File: src/rtl/m4_mem_pkg.sv
// Shared types and constants for the M4 SRAM write-path merge stage.
package m4_mem_pkg;

  localparam int unsigned M4_AW    = 19;
  localparam int unsigned M4_DW    = 32;
  localparam logic [3:0]  DQM_NONE = 4'hF;

  typedef enum logic [1:0] {
    CLEAR  = 2'd0,
    SWITCH = 2'd1,
    NORMAL = 2'd2
  } wmux_state_e;

  typedef struct packed {
    logic              bank1;
    logic [M4_AW-1:0]  wad;
    logic [3:0]        dqm;
    logic [M4_DW-1:0]  wdata;
  } m4_went_t;

endpackage

File: src/rtl/m4_mem_wmux_xt_wfifo.sv
// Register-based synchronous FIFO holding buffered normal write entries.
module m4_wfifo_xt
  import m4_mem_pkg::*;
#(
  parameter int unsigned DEPTH = 4,
  parameter int unsigned W     = $bits(m4_went_t)
) (
  input  logic                   clk,
  input  logic                   rst,
  input  logic                   push_i,
  input  logic                   pop_i,
  input  logic [W-1:0]           wdata_i,
  output logic [W-1:0]           rdata_o,
  output logic                   full_o,
  output logic                   empty_o,
  output logic [$clog2(DEPTH):0] count_o
);

  localparam int unsigned PW = $clog2(DEPTH);
  localparam logic [PW:0] FULL_CNT = (PW+1)'(DEPTH);

  logic [W-1:0]  mem_q [DEPTH];
  logic [PW-1:0] wptr_q, rptr_q;
  logic [PW:0]   cnt_q;
  logic          do_push, do_pop;

  // Full is taken from the registered count, so a pop never opens room for a same-clk push.
  assign full_o  = (cnt_q == FULL_CNT);
  assign empty_o = (cnt_q == '0);
  assign count_o = cnt_q;
  assign rdata_o = mem_q[rptr_q];

  assign do_push = push_i & ~full_o;
  assign do_pop  = pop_i & ~empty_o;

  always_ff @(posedge clk) begin
    if (rst) begin
      wptr_q <= '0;
      rptr_q <= '0;
      cnt_q  <= '0;
    end else begin
      if (do_push) wptr_q <= wptr_q + 1'b1;
      if (do_pop)  rptr_q <= rptr_q + 1'b1;
      cnt_q <= cnt_q + {{PW{1'b0}}, do_push} - {{PW{1'b0}}, do_pop};
    end
  end

  always_ff @(posedge clk) begin
    if (do_push) mem_q[wptr_q] <= wdata_i;
  end

endmodule

File: src/rtl/m4_mem_wmux_xt.sv
// Merges the power-up clear write stream and buffered normal writes onto the SRAM write port.
// Optional stall_cnt output is built when M4_WMUX_STALL_CNT_EN is defined.
module m4_mem_wmux_xt
  import m4_mem_pkg::*;
#(
  parameter int unsigned FIFO_DEPTH = 4,
  parameter int unsigned AW         = M4_AW,
  parameter int unsigned DW         = M4_DW
) (
  input  logic          clk,
  input  logic          rst,
  input  logic          m4_cmd_cycle_stp,
  input  logic          m4_cmd_cycle,
  input  logic [AW-1:0] clr_wad,
  input  logic          clr_wr_bank1,
  input  logic          clr_we,
  input  logic [3:0]    clr_dqm,
  input  logic [DW-1:0] clr_wdata,
  input  logic          mem_clear_done,
  input  logic          req_valid,
  output logic          req_ready,
  input  logic [AW-1:0] req_wad,
  input  logic          req_bank1,
  input  logic [3:0]    req_dqm,
  input  logic [DW-1:0] req_wdata,
  output logic [AW-1:0] sram_wad,
  output logic          sram_wr_bank1,
  output logic          sram_we,
  output logic [3:0]    sram_dqm,
  output logic [DW-1:0] sram_wdata,
  output logic          clr_busy
`ifdef M4_WMUX_STALL_CNT_EN
  ,
  output logic [7:0]    stall_cnt
`endif
);

  typedef struct packed {
    logic          bank1;
    logic [AW-1:0] wad;
    logic [3:0]    dqm;
    logic [DW-1:0] wdata;
  } went_t;

  localparam int unsigned CW = $clog2(FIFO_DEPTH) + 1;
  localparam logic [CW-1:0] FULL_CNT = CW'(FIFO_DEPTH);

  wmux_state_e   state_q, state_d;
  went_t         slot_q, req_ent, fifo_head;
  logic          slot_valid_q;
  logic [AW-1:0] sram_wad_q;
  logic          sram_bank1_q, sram_we_q;
  logic [3:0]    sram_dqm_q;
  logic [DW-1:0] sram_wdata_q;
  logic          fifo_full, fifo_empty, fifo_pop, clr_path;
  logic [CW-1:0] fifo_cnt;

  assign req_ent  = '{bank1: req_bank1, wad: req_wad, dqm: req_dqm, wdata: req_wdata};
  assign req_ready = ~fifo_full;
  assign fifo_pop  = (state_q == NORMAL) & mem_clear_done & m4_cmd_cycle_stp;
  // Losing mem_clear_done switches to the clear path on the same edge the state returns to CLEAR.
  assign clr_path  = (state_q == CLEAR) | ~mem_clear_done;

  m4_wfifo_xt #(
    .DEPTH (FIFO_DEPTH),
    .W     ($bits(went_t))
  ) u_wfifo (
    .clk     (clk),
    .rst     (rst),
    .push_i  (req_valid),
    .pop_i   (fifo_pop),
    .wdata_i (req_ent),
    .rdata_o (fifo_head),
    .full_o  (fifo_full),
    .empty_o (fifo_empty),
    .count_o (fifo_cnt)
  );

  a_fifo_flags: assert property (@(posedge clk) disable iff (rst)
    (fifo_full == (fifo_cnt == FULL_CNT)) && (fifo_empty == (fifo_cnt == '0)));

  always_comb begin
    state_d = state_q;
    unique case (state_q)
      CLEAR:   if (mem_clear_done) state_d = SWITCH;
      SWITCH:  if (!mem_clear_done) state_d = CLEAR;
               else if (m4_cmd_cycle_stp) state_d = NORMAL;
      NORMAL:  if (!mem_clear_done) state_d = CLEAR;
      default: state_d = CLEAR;
    endcase
  end

  always_ff @(posedge clk) begin
    if (rst) begin
      state_q      <= CLEAR;
      slot_valid_q <= 1'b0;
      slot_q       <= '{bank1: 1'b0, wad: '0, dqm: DQM_NONE, wdata: '0};
      sram_wad_q   <= '0;
      sram_bank1_q <= 1'b0;
      sram_we_q    <= 1'b0;
      sram_dqm_q   <= DQM_NONE;
      sram_wdata_q <= '0;
    end else begin
      state_q <= state_d;
      if (clr_path) begin
        slot_valid_q <= 1'b0;
        sram_wad_q   <= clr_wad;
        sram_bank1_q <= clr_wr_bank1;
        sram_we_q    <= clr_we;
        sram_dqm_q   <= clr_dqm;
        sram_wdata_q <= clr_wdata;
      end else if (state_q == SWITCH) begin
        slot_valid_q <= 1'b0;
        sram_we_q    <= 1'b0;
        sram_dqm_q   <= DQM_NONE;
      end else begin
        if (m4_cmd_cycle_stp) begin
          slot_valid_q <= ~fifo_empty;
          if (!fifo_empty) slot_q <= fifo_head;
        end
        sram_wad_q   <= slot_q.wad;
        sram_bank1_q <= slot_q.bank1;
        sram_dqm_q   <= slot_q.dqm;
        sram_wdata_q <= slot_q.wdata;
        sram_we_q    <= m4_cmd_cycle & slot_valid_q & ~m4_cmd_cycle_stp;
      end
    end
  end

  assign sram_wad      = sram_wad_q;
  assign sram_wr_bank1 = sram_bank1_q;
  assign sram_we       = sram_we_q;
  assign sram_dqm      = sram_dqm_q;
  assign sram_wdata    = sram_wdata_q;
  assign clr_busy      = (state_q == CLEAR) | (state_q == SWITCH);

`ifdef M4_WMUX_STALL_CNT_EN
  logic [7:0] stall_cnt_q;

  always_ff @(posedge clk) begin
    if (rst) stall_cnt_q <= '0;
    else if (req_valid && !req_ready && stall_cnt_q != 8'hFF) stall_cnt_q <= stall_cnt_q + 8'd1;
  end

  assign stall_cnt = stall_cnt_q;
`endif

endmodule

File: config.mk
export PLATFORM = sky130hd
export DESIGN_NAME = m4_mem_wmux_xt
export DESIGN_NICKNAME = d
export VERILOG_FILES = /design/src/rtl/m4_mem_pkg.sv /design/src/rtl/m4_mem_wmux_xt_wfifo.sv /design/src/rtl/m4_mem_wmux_xt.sv
export SDC_FILE = /design/constraint.sdc
export NUM_CORES = 1
export LEC_CHECK = 0
export CAP_MARGIN = 20
export CORE_UTILIZATION = 50
export CTS_BUF_LIST = sky130_fd_sc_hd__clkbuf_4
export DETAILED_ROUTE_END_ITERATION = 6
export PLACE_DENSITY = 0.77
export SLEW_MARGIN = 10
export SYNTH_ARGS = -nofsm -noshare
export SYNTH_HDL_FRONTEND = slang
export SYNTH_SLANG_ARGS = --single-unit
File: constraint.sdc
create_clock -name clk -period 2.6 [get_ports clk]
set_clock_uncertainty 0.15 [all_clocks]
set_input_delay 0.39 -clock clk [delete_from_list [all_inputs] [get_ports clk]]
set_output_delay 0.39 -clock clk [all_outputs]
set_load 0.01 [all_outputs]
==> results of run 1 <==
## where the power goes
part | switching (mW) | internal (mW)
logic | 0.795 | 0.611
clock network | 2.11 | 2.57
registers | 0.0934 | 6.21
total | 3.00 | 9.39
## layout make-up
type                            count  area [um2]  area share [%]
Timing Repair Buffer              215        2250            13.5
Sequential cell                   347        9200            55.0
Inverter                            9        33.8           0.202
Clock inverter                     27         165           0.988
Antenna cell                        4        10.0          0.0599
Tap cell                          335         419            2.51
Clock buffer                      135        1010            6.07
Multi-Input combinational cell    487        3620            21.7
## layer usage
metal  GRT usage [%]  vias up  wire [um]
met5               0        -         11
met4            9.55        2        638
met3            5.68       51       1930
met2            38.4      287      15000
met1            28.0     4216      11900
li1                -     4029          -
## cell usage after synthesis, types with 2 or more instances
| library cell | n |
|---|---|
| edfxtp_1 | 224 |
| dfxtp_1 | 123 |
| nand2_1 | 107 |
| nor2_1 | 58 |
| a21oi_1 | 56 |
| mux4_2 | 56 |
| nand3_1 | 55 |
| o21ai_0 | 54 |
| a311oi_1 | 52 |
| clkbuf_1 | 33 |
| buf_2 | 26 |
| and3_1 | 9 |
| inv_1 | 9 |
| buf_1 | 7 |
| ha_1 | 6 |
| buf_6 | 5 |
| nand2b_1 | 5 |
| a211o_1 | 4 |
| o22ai_1 | 4 |
| nor2b_1 | 3 |
| mux2_2 | 2 |
| nor3b_1 | 2 |
## repair_timing
| action | 4_1_cts | 5_1_grt |
|---|---|---|
| resized for setup | 4 | 1 |
| setup endpoints to repair | 1 | 1 |
| setup buffers | 0 | 0 |
| pin swaps | 0 | 0 |
## worst paths after layout
kind | from | end | cells after the start
worst max register to register | u_wfifo.count_o[2] | u_wfifo.count_o[2] | 11
worst min register to register | slot_q[35] | slot_q[35] | 1
worst max-delay path | u_wfifo.count_o[2] | u_wfifo.count_o[2] | 11
worst min-delay path | rst | slot_valid_q | 2
## kinds of logic (layout without fill, tap and decap cells)
kind of cell	count (synthesis)	after routing
AO/OA/AOI/OAI	174	174
XOR/XNOR	1	1
adder cells (fa/ha/maj)	7	7
buffers and inverters	83	386
flip-flops	347	347
multiplexers	58	58
other	0	4
AND/OR/NAND/NOR	247	247
## metrics by stage
stage          setup TNS [ns]  hold WS [ns]  cells
2_1_floorplan               0         0.286    917
3_3_place_gp           -0.103         0.302   1393
3_5_place_dp           -0.132         0.305   1393
4_1_cts                     0        0.0340   1555
5_1_grt              -0.00305        0.0789   1558
6_report                    0        0.0814   1559
## worst register-to-register path, cell delays in order (launching register included)
cell     delay [ns]
dfxtp_1        0.31
or3_2          0.50
nand2_2        0.08
nor2_1         0.04
ha_1           0.26
inv_1          0.06
ha_1           0.13
inv_1          0.05
fa_1           0.39
xor2_1         0.16
and2_1         0.15
nor3_1         0.13
## registers in the layout, indices dropped and copies added (netlist names)
name             cells
sram_dqm             4
slot_q              56
u_wfifo.mem_q      224
state_q              2
slot_valid_q         1
u_wfifo.wptr_q       2
sram_wdata          32
u_wfifo.rptr_q       2
sram_wad            19
u_wfifo.count_o      3
sram_we              1
sram_wr_bank1        1
==> flow_summary.json, run 1 <==
{
  "io_buffers": 177,
  "routed_wl_um": 29500,
  "synth_fa_ha_area_share_pct": 0.722,
  "power_mw": 12.4,
  "fillers": 1900,
  "synth_compound_area_share_pct": 8.35,
  "vdd_drop_max_mv": 0.418,
  "drv_slew": 0,
  "clk_pin_slew_ns": 0.07,
  "grt_overflow_total": 0,
  "placed_area_um2": 15500,
  "fmax_mhz": 401,
  "critPathSlowestCell": "or3_2",
  "cp_slowest_stage_delay_ns": 0.50,
  "drc": 0,
  "rows": 59,
  "yosys.area_share.simple_pct": 8.17,
  "leakage_nw": 5.72,
  "dpl.hpwl_um": 17800,
  "setup_ws_ns": 0.109,
  "final_common_cell": "edfxtp_1",
  "synth_top_family_by_area": "multiplexers",
  "ys_types": 39,
  "final_area_um2": 16700,
  "ctsHoldBuffers": 0,
  "utilization_pct": 64.5,
  "antenna_found_initial": 3,
  "worstMarginPinSlew_ns": 0.753,
  "routedWlPerCell_um": 18.9,
  "path_buf_inv": 2,
  "grtUsageTotal_pct": 22.8,
  "place_ws_ns": -0.132,
  "drv_cap": 0,
  "cts_buffers": 86,
  "min_period_ns": 2.49,
  "synth_xor_area_share_pct": 0.0665,
  "reg2reg_slack_ns": 0.11,
  "hold_violations": 0,
  "p_per_area_nw_per_um2": 742,
  "synth.area.mux_share_pct": 9.75,
  "grt_start_max_net_pins": 63,
  "drtIter0Drc": 589,
  "yosysSeqAreaShare_pct": 69.8,
  "crit_path_end_kind": "flop",
  "path_cells": "or3_2, nand2_2, nor2_1, ha_1, inv_1, ha_1, inv_1, fa_1, xor2_1, and2_1, nor3_1",
  "synth.largest_area_cell": "edfxtp_1",
  "layout.nets": 1272,
  "cp.required_ns": 3.05,
  "synthArstFlopShare_pct": 0,
  "yosysTopAreaCellShare_pct": 51.1,
  "htree_levels": 3,
  "netlist_instances": 917,
  "cts_tree": "yes",
  "vias_per_cell": 5.51,
  "synth_warnings": 0,
  "setup_viol": 0,
  "worstSkewPairLatency_ns": 0.68,
  "start_kind": "flop",
  "die_h_um": 164,
  "cp_max_fo": 2,
  "synth_area_leaders": "edfxtp_1 51%, dfxtp_1 19%, mux4_2 9.6%",
  "netlist_area_um2": 13200,
  "first_global_vias": 8769,
  "cts.sinks": 347,
  "ys_seq_elements": 347,
  "core_um2": 25900,
  "final_cell_mix": "224 x edfxtp_1, 175 x clkdlybuf4s50_1, 135 x clkbuf_4, 121 x dfxtp_1, 106 x nand2_1",
  "fp.dieW_um": 164,
  "grt_pass1_wl_um": 46300,
  "criticalPathCategory": "flop to flop",
  "avgSynthCellArea_um2": 14.4,
  "ys.flop_type": "edfxtp_1",
  "die-area_um2": 27000,
  "status": "complete, no violations",
  "clockBufferDepth": 3,
  "start_util_pct": 50.8,
  "cts_root_buf": "clkbuf_4",
  "max_slew_margin_pct": 49.8,
  "dr.pass1.iters": 5,
  "gp_congestion": 0.736,
  "crit_family": "simple AND/OR/NAND/NOR gates",
  "period_share_pct": 95.8,
  "syn2layout_area_growth_pct": 26.9,
  "vias": 8585,
  "ant_nets": 0,
  "synth_edf_count": 224,
  "drive_gt1_share_pct": 21.0,
  "worstPathArrival_ns": 2.94,
  "hp-class": "primary input to flop",
  "syn-num-nets": 1043,
  "io_pins": 178
}
Note: power is estimated with default switching activity, not from simulation.
==> inputs of run 2 (changes only) <==
--- a/config.mk
+++ b/config.mk
@@ -11,3 +11,5 @@
 export DETAILED_ROUTE_END_ITERATION = 6
+export GPL_TIMING_DRIVEN = 0
 export PLACE_DENSITY = 0.77
+export SETUP_SLACK_MARGIN = 0.4
 export SLEW_MARGIN = 10
--- a/constraint.sdc
+++ b/constraint.sdc
@@ -4,2 +4,2 @@
 set_output_delay 0.39 -clock clk [all_outputs]
-set_load 0.01 [all_outputs]
+set_load 0.02 [all_outputs]
==> flow_summary.json, run 2 (synthesis gave the netlist of run 1 again) <==
{
  "cts_tree": "yes",
  "grtUsageTotal_pct": 23.3,
  "core_um2": 25900,
  "vdd_drop_max_mv": 0.507,
  "cp.required_ns": 2.99,
  "routed_wl_um": 30700,
  "rows": 59,
  "multiInputGateArea_um2": 3660,
  "cp.depth": 12,
  "largest_register": "u_wfifo.mem_q",
  "drc": 0,
  "dpl.hpwl_um": 20000,
  "power_mw": 12.3,
  "path_buf_inv": 3,
  "final_area_um2": 16800,
  "io_buffers": 175,
  "crit_family": "adder cells",
  "grt_pass1_wl_um": 46600,
  "die-area_um2": 27000,
  "clockBufferDepth": 3,
  "hp-class": "primary input to flop",
  "cp_slowest_stage_delay_ns": 0.39,
  "fillers": 1946,
  "placed_area_um2": 15500,
  "path_cells": "or3_4, buf_12, nand2_8, nor2_4, ha_4, inv_2, ha_4, inv_2, fa_2, xor2_1, and2_1, nor3_1",
  "antenna_found_initial": 2,
  "vias": 8810,
  "htree_levels": 3,
  "r2r_cells": 12,
  "drtIter0Drc": 801,
  "dr.pass1.iters": 5,
  "fp.dieW_um": 164,
  "place_ws_ns": -0.359,
  "drv_slew": 0,
  "ant_nets": 0,
  "gp_congestion": 0.779,
  "crit_start": "u_wfifo.count_o[0]",
  "utilization_pct": 64.6,
  "dp_cells": 1431,
  "endpoint": "u_wfifo.count_o[2]",
  "cp_max_fo": 3,
  "cts_buffers": 86,
  "crit_path_end_kind": "flop",
  "drive_gt1_share_pct": 20.6,
  "vias_per_cell": 5.49,
  "setup_ws_ns": 0.189,
  "io_pins": 178,
  "rr_endpoint": "u_wfifo.count_o[2]",
  "hold_violations": 0,
  "routedWlPerCell_um": 19.1,
  "final_cell_mix": "224 x edfxtp_1, 128 x clkbuf_4, 120 x dfxtp_1, 118 x clkdlybuf4s50_1, 106 x nand2_1",
  "ff_latch_area_um2": 9200,
  "worstMarginPinSlew_ns": 0.987,
  "rsz0062_at_grt": "yes",
  "criticalPathCategory": "flop to flop",
  "worstPathArrival_ns": 2.80,
  "critPathSlowestCell": "or3_4",
  "leakage_nw": 5.98,
  "cts.sinks": 347,
  "die_h_um": 164,
  "min_period_ns": 2.41,
  "largest_reg_flops": 224,
  "fmax_mhz": 415,
  "start_util_pct": 50.8,
  "clk_pin_slew_ns": 0.07,
  "max_slew_margin_pct": 33.8,
  "worstSkewPairLatency_ns": 0.71,
  "first_global_vias": 8867,
  "syn2layout_area_growth_pct": 27.3,
  "reg2reg_slack_ns": 0.19,
  "cts_root_buf": "clkbuf_4",
  "start_kind": "flop",
  "status": "complete, no violations",
  "layout.nets": 1323,
  "reg2reg_from": "u_wfifo.count_o[0]",
  "grt_overflow_total": 0,
  "setup_viol": 0,
  "p_per_area_nw_per_um2": 735,
  "layout.cells.non_filler": 1605,
  "final_common_cell": "edfxtp_1",
  "whs_ns": 0.125,
  "period_share_pct": 92.7,
  "tns_ns": 0,
  "drv_cap": 0,
  "grt_start_max_net_pins": 32
}
## run 2: cell types whose count changed in the layout (fill, tap and decap cells not counted), sizes merged
cell,delta
diode,-2
clkinvlp,-2
buf,+15
clkdlybuf4s15,+1
clkbuf,+26
clkinv,+8
dlygate4sd2,+48
dlygate4sd3,+3
inv,-1
dlymetal6s2s,+7
clkdlybuf4s50,-57
## run 2: tightest hold or removal path: stages
cell and delay (ns):
clkdlybuf4s50_1 0.40, nand2_1 0.05, a311oi_1 0.07
## run 2: how the worst min path moves through the flow
stage             startpoint             end  cells past startpoint
2_1_floorplan     slot_q[32]      slot_q[32]                      1
3_5_place_dp      slot_q[32]      slot_q[32]                      1
3_3_place_gp      slot_q[34]      slot_q[34]                      1
5_1_grt        clr_wdata[24]  sram_wdata[24]                      3
4_1_cts         clr_wdata[8]   sram_wdata[8]                      3
6_report       clr_wdata[18]  sram_wdata[18]                      3
## run 2: power breakdown
| part | switching [mW] | total, mW | internal (mW) |
|---|---|---|---|
| combinational | 0.849 | 1.43 | 0.583 |
| clock | 2.11 | 4.56 | 2.45 |
| sequential | 0.103 | 6.32 | 6.22 |
| total | 3.06 | 12.3 | 9.25 |
## run 2: layout make-up
| class | instances | share of cell area [%] |
|---|---|---|
| well taps | 335 | 2.50 |
| flip-flops and latches | 347 | 54.9 |
| multi-input cells | 487 | 21.8 |
| clock buffers | 127 | 5.69 |
| inverters | 9 | 0.202 |
| clock inverters | 32 | 1.07 |
| diodes | 2 | 0.0299 |
| plain buffers | 74 | 2.49 |
| repair buffers | 192 | 11.3 |
## run 2: what timing repair did
item	4_1_cts	5_1_grt
endpoints found under the setup margin	59	96
pin swaps	1	2
hold endpoints to repair	8	0
resized for setup	60	19
hold buffers	3	0
setup buffers	4	6
## run 2: per-layer routing
| metal | GRT usage (%) | vias up | routed length [um] |
|---|---|---|---|
| met4 | 9.43 | 2 | 524 |
| met5 | 0 | - | 9 |
| li1 | - | 4131 | - |
| met2 | 39.5 | 342 | 15500 |
| met3 | 5.61 | 46 | 2450 |
| met1 | 28.5 | 4289 | 12200 |
